==> config.mk <==
export PLATFORM = sky130hd
export DESIGN_NAME = uart_mmio_buffer_flat
export DESIGN_NICKNAME = d
export VERILOG_FILES = /design/src/rtl/uart_mmio_buffer_if.sv /design/src/rtl/uart_mmio_buffer.sv /design/src/flat_wrapper.sv
export SDC_FILE = /design/constraint.sdc
export NUM_CORES = 1
export LEC_CHECK = 0
export CORE_ASPECT_RATIO = 0.9
export CORE_MARGIN = 10
export CORE_UTILIZATION = 33
export DETAILED_ROUTE_END_ITERATION = 7
export HOLD_SLACK_MARGIN = 0.12
export SYNTH_ARGS = -nofsm -noshare
export SYNTH_HDL_FRONTEND = slang
export SYNTH_SLANG_ARGS = --single-unit
==> constraint.sdc <==
create_clock -name Clock -period 2.58 [get_ports Clock]
set_input_delay 0.516 -clock Clock [delete_from_list [all_inputs] [get_ports Clock]]
set_output_delay 0.516 -clock Clock [all_outputs]
set_load 0.05 [all_outputs]
==> src/rtl/uart_mmio_buffer_if.sv <==
// CPU-side strobes and UART byte handshakes for uart_mmio_buffer.
// The buffer uses the slave modport; whoever drives the CPU strobes and the serial side uses master.
interface uart_mmio_buffer_if;
  logic        REUART;
  logic        WEUART;
  logic [1:0]  UARTsel;
  logic [7:0]  WriteData;
  logic [31:0] ReadData;
  logic [7:0]  DataIn;
  logic        DataInValid;
  logic        DataInReady;
  logic [7:0]  DataOut;
  logic        DataOutValid;
  logic        DataOutReady;

  modport slave (
    input  REUART, WEUART, UARTsel, WriteData, DataInReady, DataOut, DataOutValid,
    output ReadData, DataIn, DataInValid, DataOutReady
  );
  modport master (
    output REUART, WEUART, UARTsel, WriteData, DataInReady, DataOut, DataOutValid,
    input  ReadData, DataIn, DataInValid, DataOutReady
  );
endinterface

==> src/rtl/uart_mmio_buffer.sv <==
// MMIO UART buffer: RX FIFO plus a TX path, with a registered load result timed for writeback.
// UART_TX_FIFO_EN selects a TX_DEPTH-entry TX FIFO; without it, TX is a single holding register.
module uart_mmio_fifo #(
  parameter int DEPTH = 8
) (
  input  logic                     clk,
  input  logic                     rst_n,
  input  logic                     push,
  input  logic                     pop,
  input  logic [7:0]               wdata,
  output logic [7:0]               head,
  output logic [$clog2(DEPTH):0]   count
);
  localparam int AW = $clog2(DEPTH);
  localparam int CW = AW + 1;

  logic [7:0]    mem [DEPTH];
  logic [AW-1:0] wptr, rptr;

  // Push/pop are pre-qualified by the caller against full/empty.
  always_ff @(posedge clk)
    if (push) mem[wptr] <= wdata;

  always_ff @(posedge clk or negedge rst_n)
    if (!rst_n) begin
      wptr  <= '0;
      rptr  <= '0;
      count <= '0;
    end else begin
      if (push) wptr <= wptr + AW'(1);
      if (pop)  rptr <= rptr + AW'(1);
      count <= count + CW'(push) - CW'(pop);
    end

  assign head = mem[rptr];
endmodule

module uart_mmio_buffer #(
  parameter int RX_DEPTH = 8,
  parameter int TX_DEPTH = 8
) (
  input  logic               Clock,
  input  logic               reset_n,
  uart_mmio_buffer_if.slave  bus
);
  localparam int RXCW = $clog2(RX_DEPTH) + 1;

  if (RX_DEPTH < 2 || (RX_DEPTH & (RX_DEPTH - 1)) != 0 ||
      TX_DEPTH < 2 || (TX_DEPTH & (TX_DEPTH - 1)) != 0) begin : g_bad_cfg
    $error("uart_mmio_buffer: FIFO depths must be powers of 2 and >= 2");
  end

  logic [7:0]      rx_head, tx_head, rx_cnt8;
  logic [RXCW-1:0] rx_count;
  logic            rx_full, rx_empty, rx_push, rx_pop;
  logic            rd_rx, rd_status, tx_store, tx_ready, tx_push, tx_pop, tx_empty;
  logic            tx_overflow;
  logic [31:0]     rdata;

  // All ready/full decisions use start-of-cycle counts, so a full FIFO refuses a same-edge push.
  assign rx_full           = rx_count == RXCW'(RX_DEPTH);
  assign rx_empty          = rx_count == '0;
  assign rx_cnt8           = 8'(rx_count);
  assign bus.DataOutReady  = !rx_full;
  assign rx_push           = bus.DataOutValid && !rx_full;
  assign rd_rx             = bus.REUART && bus.UARTsel == 2'b00;
  assign rd_status         = bus.REUART && bus.UARTsel == 2'b01;
  assign rx_pop            = rd_rx && !rx_empty;
  assign tx_store          = bus.WEUART && bus.UARTsel == 2'b10;
  assign tx_push           = tx_store && tx_ready;
  assign tx_pop            = !tx_empty && bus.DataInReady;

  uart_mmio_fifo #(.DEPTH(RX_DEPTH)) u_rx (
    .clk   (Clock),
    .rst_n (reset_n),
    .push  (rx_push),
    .pop   (rx_pop),
    .wdata (bus.DataOut),
    .head  (rx_head),
    .count (rx_count)
  );

`ifdef UART_TX_FIFO_EN
  localparam int TXCW = $clog2(TX_DEPTH) + 1;
  logic [TXCW-1:0] tx_count;

  uart_mmio_fifo #(.DEPTH(TX_DEPTH)) u_tx (
    .clk   (Clock),
    .rst_n (reset_n),
    .push  (tx_push),
    .pop   (tx_pop),
    .wdata (bus.WriteData),
    .head  (tx_head),
    .count (tx_count)
  );

  assign tx_empty = tx_count == '0;
  assign tx_ready = tx_count != TXCW'(TX_DEPTH);
`else
  logic tx_vld;

  // Push and pop are mutually exclusive here: push needs an empty slot, pop needs a full one.
  always_ff @(posedge Clock or negedge reset_n)
    if (!reset_n) begin
      tx_vld  <= 1'b0;
      tx_head <= 8'h00;
    end else if (tx_push) begin
      tx_vld  <= 1'b1;
      tx_head <= bus.WriteData;
    end else if (tx_pop) begin
      tx_vld  <= 1'b0;
    end

  assign tx_empty = !tx_vld;
  assign tx_ready = !tx_vld;
`endif

  assign bus.DataInValid = !tx_empty;
  assign bus.DataIn      = tx_empty ? 8'h00 : tx_head;

  // A drop on the same edge as a status read must survive to be reported by the next read.
  always_ff @(posedge Clock or negedge reset_n)
    if (!reset_n) begin
      tx_overflow <= 1'b0;
      rdata       <= '0;
    end else begin
      if (tx_store && !tx_ready) tx_overflow <= 1'b1;
      else if (rd_status)        tx_overflow <= 1'b0;
      if (bus.REUART) begin
        case (bus.UARTsel)
          2'b00:   rdata <= rx_empty ? 32'h0 : {24'h0, rx_head};
          2'b01:   rdata <= {16'h0, rx_cnt8, 5'b0, tx_overflow, !rx_empty, tx_ready};
          default: rdata <= 32'h0;
        endcase
      end
    end

  assign bus.ReadData = rdata;
endmodule
==> src/flat_wrapper.sv <==
// flat-port wrapper written by rule: the top's interface ports become plain ports
module uart_mmio_buffer_flat 
#(
  parameter int RX_DEPTH = 8,
  parameter int TX_DEPTH = 8
)
  (Clock, reset_n, bus_REUART, bus_WEUART, bus_UARTsel, bus_WriteData, bus_DataInReady, bus_DataOut, bus_DataOutValid, bus_ReadData, bus_DataIn, bus_DataInValid, bus_DataOutReady);
  uart_mmio_buffer_if bus_i ();
  input  logic Clock;
  input  logic reset_n;
  input wire logic [$bits(bus_i.REUART)-1:0] bus_REUART;
  input wire logic [$bits(bus_i.WEUART)-1:0] bus_WEUART;
  input wire logic [$bits(bus_i.UARTsel)-1:0] bus_UARTsel;
  input wire logic [$bits(bus_i.WriteData)-1:0] bus_WriteData;
  input wire logic [$bits(bus_i.DataInReady)-1:0] bus_DataInReady;
  input wire logic [$bits(bus_i.DataOut)-1:0] bus_DataOut;
  input wire logic [$bits(bus_i.DataOutValid)-1:0] bus_DataOutValid;
  output wire logic [$bits(bus_i.ReadData)-1:0] bus_ReadData;
  output wire logic [$bits(bus_i.DataIn)-1:0] bus_DataIn;
  output wire logic [$bits(bus_i.DataInValid)-1:0] bus_DataInValid;
  output wire logic [$bits(bus_i.DataOutReady)-1:0] bus_DataOutReady;
  assign bus_i.REUART = bus_REUART;
  assign bus_i.WEUART = bus_WEUART;
  assign bus_i.UARTsel = bus_UARTsel;
  assign bus_i.WriteData = bus_WriteData;
  assign bus_i.DataInReady = bus_DataInReady;
  assign bus_i.DataOut = bus_DataOut;
  assign bus_i.DataOutValid = bus_DataOutValid;
  assign bus_ReadData = bus_i.ReadData;
  assign bus_DataIn = bus_i.DataIn;
  assign bus_DataInValid = bus_i.DataInValid;
  assign bus_DataOutReady = bus_i.DataOutReady;
  uart_mmio_buffer #(.RX_DEPTH(RX_DEPTH), .TX_DEPTH(TX_DEPTH)) u_core (.Clock(Clock), .reset_n(reset_n), .bus(bus_i));
endmodule
==> impl_metrics.csv <==
group,metric,value,unit
outcome,status,"complete, no violations",
worst_setup_path,crit_required,2.81,ns
power_and_ir_drop,seq_power_share,41.7,%
route,dr.pass1.iters,4,
sta,hold_viol_final,0,
worst_setup_path,worst_path_largest_cell_delay,0.48,ns
sta,rsz0062_at_grt,"false",
run,max-cap-violations,0,
placed_design,place_congestion,0.727,
clock_tree,clkTransAtPathRegs,0.06,ns
yosys,synth_area_leaders,"edfxtp_1 (47%), dfrtp_1 (20%), mux2i_1 (4.4%)",
worst_setup_path,reg2reg_from,"u_core.u_rx.count[2]$_DFF_PN0_",
sta,skew,0.00802,ns
placed_design,hpwl,5960,µm
power_and_ir_drop,switching_share,32.8,%
worst_setup_path,r2r_slack,0.13,ns
sta,relSlewSlack,65.0,%
worst_setup_path,cp.depth,10,
placed_design,dp_cells,488,
clock_tree,cts-htree-levels,3,
power_and_ir_drop,switching_power,0.00170,W
yosys,synth.top_cell.area_share,46.9,%
clock_tree,ctsHoldBuffers,0,
floorplanning,die_y,126,µm
route,first_iter_violations,163,
yosys,yosysWarningCount,0,
global_route,track_usage,10.1,%
yosys,syn_area_per_cell,15.1,µm²
placed_design,pre_cts_slack,-0.0461,ns
cells_and_area,layout_common_cells,"edfxtp_1 (64), clkdlybuf4s50_1 (44), dfrtp_1 (32)",
worst_setup_path,timing.critical_path.buf_inv,3,
cells_and_area,drive_above_1_share,16.9,%
cells_and_area,final_core_util,42.0,%
cells_and_area,final_cells,504,
floorplanning,io_pins,66,
sta,setup_viol,0,
worst_setup_path,r2r-end,"u_core.u_rx.count[2]$_DFF_PN0_",
sta,worst-slew-pin-transition,0.523,ns
clock_tree,clock_path_buffers,2,
sta,final_max_slew_viol_count,0,
cells_and_area,area_delta_synth_final,24.2,%
worst_setup_path,path_delay_family,"adder cells",
power_and_ir_drop,combPwrFrac,32.0,%
yosys,synth-seq-cells,96,
global_route,grt_max_degree,33,
route,wl_per_cell,17.1,µm
floorplanning,core,0.0121,mm²
sta,fmax,408,MHz
cells_and_area,multi_input_area,0.00119,mm²
power_and_ir_drop,p_leak,1.99,nW
yosys,synth_top_cell_by_area,"edfxtp_1",
floorplanning,die_w,137,µm
yosys,syn_inst,272,
yosys,ys_types,38,
global_route,antenna_found_initial,0,
worst_setup_path,crit_path_start,"u_core.u_rx.count[2]$_DFF_PN0_",
worst_setup_path,path_cells,"inv_1 -> ha_1 -> or3b_2 -> nand2_1 -> ha_1 -> inv_1 -> ha_1 -> inv_1 -> fa_1 -> xnor2_1",
worst_setup_path,slowest_stage,"or3b_2",
route,drc,0,
floorplanning,start_util,33.8,%
power_and_ir_drop,clock_power_share,26.3,%
sta,post-route-period-util,94.9,%
worst_setup_path,cp_data_arrival_time,2.68,ns
cells_and_area,fin_area,0.00509,mm²
cells_and_area,finalNetCount,372,
route,detail_route.wirelength,8640,µm
cells_and_area,num-fill-cells,1098,
floorplanning,dieArea,0.0173,mm²
worst_setup_path,crit_type,"reg2reg",
worst_setup_path,end_kind,"flip-flop",
cells_and_area,final_common_cell,"edfxtp_1",
power_and_ir_drop,power_density,1020,mW/mm²
yosys,synthesis.area,0.00410,mm²
worst_setup_path,crit_path_end,"u_core.u_rx.count[2]$_DFF_PN0_",
floorplanning,rows,38,
global_route,grt_pass1_vias,2371,
yosys,ys_seq_area_share,66.5,%
sta,fin_ws,0.131,ns
clock_tree,cts_tree,"built",
route,ant_nets,0,
sta,post-route-min-period,2.45,ns
sta,whs,0.489,ns
power_and_ir_drop,ir_drop,396,µV
clock_tree,cts_made_buffers,9,
global_route,grt_pass1_wl,13200,µm
route,num_vias,2331,
placed_design,placed_area,0.00477,mm²
route,via_per_inst,4.63,
min_path,hold_start,"u_core.bus.ReadData[11]$_DFFE_PN0P_",
clock_tree,root_buffer,"clkbuf_16",
worst_setup_path,worstSetupStartpointType,"flip-flop",
cells_and_area,seqCellArea,0.00272,mm²
worst_setup_path,reg2reg_depth,10,
global_route,grt-ovfl-total,0,
clock_tree,clock_sinks,96,
worst_setup_path,cp_max_fo,4,
clock_tree,postCtsSetupRepairBufs,0,
clock_tree,cts_resized,0,
power_and_ir_drop,internal_power,0.00348,W
cells_and_area,antenna_cells,0,
min_path,min_path_type,"reg2reg",
placed_design,io_buffers,45,
clock_tree,clk-insertion-delay-late,0.34,ns
==> how the worst min path moves through the flow <==
stage                                                endpoint  cells after the start  slack, ns
after floorplan            u_core.bus.DataInValid$_DFFE_PN0P_                      0       0.22
after global placement     u_core.bus.ReadData[9]$_DFFE_PN0P_                      1       0.48
after detailed placement  u_core.bus.ReadData[11]$_DFFE_PN0P_                      1       0.48
after CTS                 u_core.bus.ReadData[11]$_DFFE_PN0P_                      1       0.50
after global routing      u_core.bus.ReadData[11]$_DFFE_PN0P_                      1       0.51
final                     u_core.bus.ReadData[11]$_DFFE_PN0P_                      1       0.49
==> flip-flops by register name, summed over array words and instances, names as in the netlist <==
register                cells
u_core.u_rx.wptr            3
u_core.bus.DataInValid      1
u_core.u_rx.mem            64
u_core.tx_head              8
u_core.bus.ReadData        12
u_core.u_rx.rptr            3
u_core.tx_overflow          1
u_core.u_rx.count           4
==> cell type report <==
cell class	instances	share of cell area, %
clock buffer	11	4.97
sequential	96	53.5
tap	160	3.94
multi-input combinational	156	23.5
clock inverter	5	1.18
inverter	10	0.738
timing repair buffer	66	12.2
==> cell families (layout without fill, tap and decap cells) <==
group           after synthesis  in the layout  share of synthesized area [%]
compound gates               31             31                           5.99
xor+xnor                      5              5                           1.07
fa+ha+maj                     9              9                           2.93
buf+inv                      39             92                           6.08
flops                        96             96                           66.5
mux                          36             36                           10.7
other cells                   1             20                         0.0916
simple gates                 55             55                           6.63
==> cell usage after synthesis (all sizes together) <==
| cell | count |
|---|---|
| buf | 27 |
| and2 | 9 |
| nand2b | 6 |
| mux2i | 18 |
| a221o | 4 |
| nor2 | 12 |
| nor2b | 1 |
| conb | 1 |
| a22oi | 5 |
| a31oi | 1 |
| xor2 | 1 |
| nand3 | 4 |
| xnor2 | 4 |
| nor3 | 3 |
| dfrtp | 32 |
| a21o | 2 |
| ha | 8 |
| nand2 | 17 |
| o2bb2ai | 7 |
| a21oi | 3 |
| a221oi | 1 |
| o21ai | 3 |
| fa | 1 |
| edfxtp | 64 |
| a22o | 2 |
| clkbuf | 2 |
| and2b | 1 |
| mux4 | 5 |
| a32o | 2 |
| inv | 10 |
| mux2 | 13 |
| or2 | 1 |
| a211o | 1 |
| or3b | 1 |
==> power by group through the flow <==
stage	clock network, W	logic (W)	registers (W)
global placement	0	0.00165	0.00219
finish	0.00136	0.00166	0.00216
detailed placement	0	0.00167	0.00220
global route	0.00145	0.00181	0.00220
floorplan	0	0.00109	0.00226
CTS	0.00139	0.00168	0.00217
==> layer usage <==
layer	GRT usage, %	vias to the layer above	share of wire (%)	wire length, µm
met5	0	-	0	0
met4	3.35	0	0.74	64
met3	3.02	7	8.7	749
met2	16.0	73	47	4070
met1	12.9	1157	43	3750
li1	-	1094	-	-
==> stage by stage <==
step | setup TNS [ns] | power (W)
2_1_floorplan | 0 | 0.00335
3_3_place_gp | -0.0534 | 0.00384
3_5_place_dp | -0.103 | 0.00387
4_1_cts | 0 | 0.00524
5_1_grt | 0 | 0.00547
6_report | 0 | 0.00518
No activity file was read; power rests on OpenSTA's default activity.
==> RTL edit (same settings) <==
`RX_DEPTH` is set to 8 in 2 places; all go to 16.
--- a/src/rtl/uart_mmio_buffer.sv
+++ b/src/rtl/uart_mmio_buffer.sv
@@ -37,5 +37,5 @@
 
 module uart_mmio_buffer #(
-  parameter int RX_DEPTH = 8,
+  parameter int RX_DEPTH = 16,
   parameter int TX_DEPTH = 8
 ) (
--- a/src/flat_wrapper.sv
+++ b/src/flat_wrapper.sv
@@ -2,5 +2,5 @@
 module uart_mmio_buffer_flat 
 #(
-  parameter int RX_DEPTH = 8,
+  parameter int RX_DEPTH = 16,
   parameter int TX_DEPTH = 8
 )
Function: no difference found for any inputs over 4 cycles, from zero or initial values and one cycle with reset_n low; that may be too few to reach the edited logic, so the function may still have changed.
==> RTL edit against the original RTL <==
Routed wire length up 76%; critical path depth down 8; clock power up 91%; non-clock buffer count up 11; combinational power up 57%; total power up 69%; sequential cell count up 68; setup slack worse by 0.055 ns; synthesized area up 68%; sequential share of layout area up 3.4 points; final area up 64%; largest power group unchanged; highest routed layer unchanged.
==> RTL edit: results (changes against the original RTL) <==
gp_congestion: 0.8129  # +12%
ys_types: 48  # +26%
worst_ep_arrival_time_ns: 1.99  # -0.69 ns
synthAdderAreaFrac_pct: 2.295  # -0.64 points
dp.cells: 739  # +51%
grt_max_degree: 37  # +12%
yosys-top-cells-count: "edfxtp_1 (128), mux2i_1 (38), dfrtp_1 (36)"
peakVddDrop_mv: 0.4422  # +12%
htreeDepth: 4  # +1
rr_endpoint: "u_core.u_rx.count[4]"
critical_path.endpoint: "bus_DataIn[1]"
port_buffers: 46  # +2.2%
grt_use_total_pct: 11.49  # +1.4 points
placed_area_um2: 7672  # +61%
fin_crit_ns: 2.504  # +0.05508 ns
drtIter0Drc: 294  # +80%
overflow: 0  # unchanged
worstSetupStartpoint: "u_core.bus.DataInValid"
status: "finished, final reports clean"
pre_cts_slack_ns: -0.1507  # -0.1046 ns
yosys_warnings: 0  # unchanged
grt_pass1_vias: 3862  # +63%
largest_register_ffs: 128  # +100%
hold_ws_ns: 0.2016  # -0.2877 ns
synth.yosys.seq_area_share_pct: 69.07  # +2.6 points
critical-path-slowest-cell: "clkdlybuf4s50_1"
cts_made_buffers: 17  # +8
skew_ns: 0.02554  # +0.01751 ns
cts_root_buf: "clkbuf_16"
dpl.hpwl_mm: 10.24  # +72%
reg2reg_slack_ns: 0.16  # +0.03 ns
synthMuxAreaShare_pct: 11.11  # +0.39 points
synth_edf_count: 128  # +100%
clk_latency_ns: 0.43  # +0.09 ns
slew_headroom_pct: 42.37  # -23 points
drive_gt1_share_pct: 16.63  # -0.23 points
final_cells: 772  # +53%
final_nets: 540  # +45%
syn_area_per_cell_um2: 15.97  # +6.1%
critPathMaxFanout: 13  # +9
cp_top_family: "buffers and inverters"
finalWirelength_mm: 15.17  # +76%
r2r-start: "u_core.u_rx.count[2]"
synthArstFlopShare_pct: 21.95  # -11 points
synth_area_leaders: "edfxtp_1 (56%), dfrtp_1 (13%), mux2i_1 (5.5%), mux4_2 (4.3%), buf_4 (2.5%)"
cts.path.max_buffers: 2  # unchanged
max_stage_delay_ns: 0.81  # +0.33 ns
hold_class: "in2async"
synthXorXnorAreaFrac_pct: 1.275  # +0.21 points
grt_first_pass_wirelength_mm: 22.95  # +74%
synth-compound-area-share_pct: 5.410  # -0.58 points
rr_worst_depth: 12  # +2
p_leak_nw: 3.086  # +55%
via_per_inst: 4.842  # +4.7%
-- RTL edit: report_power, final --
part / switching [mW] / total [mW] / internal [mW] / leakage [nW]
Clock: 1.18 / 2.60 / 1.41 / 0.308
Combinational: 1.52 / 2.60 / 1.08 / 1.17
Sequential: 0.300 / 3.55 / 3.25 / 1.61
-- RTL edit: layer usage --
metal  GRT usage, %  share of wire, %  up-vias
met5              0                 0        -
li1               -                 -     1738
met2          16.89                45      138
met4          3.856              0.51        0
met3          4.251                10        4
met1          15.31                44     1858
-- RTL edit: final cells by class --
type                    instances  area [um2]
multi-input cells             232        1893
clock inverters                15       205.2
clock buffers                  17       425.4
flip-flops and latches        164        4746
inverters                      12       45.04
well taps                     255       319.1
fillers                      1821       11890
repair buffers                 77       704.4
-- RTL edit: timing repair --
action                     in CTS  in global routing
pin swaps                       0                  1
setup endpoints to repair       1                  3
buffers inserted                0                  1
gates resized for setup         2                  5
gates cloned                    0                  0
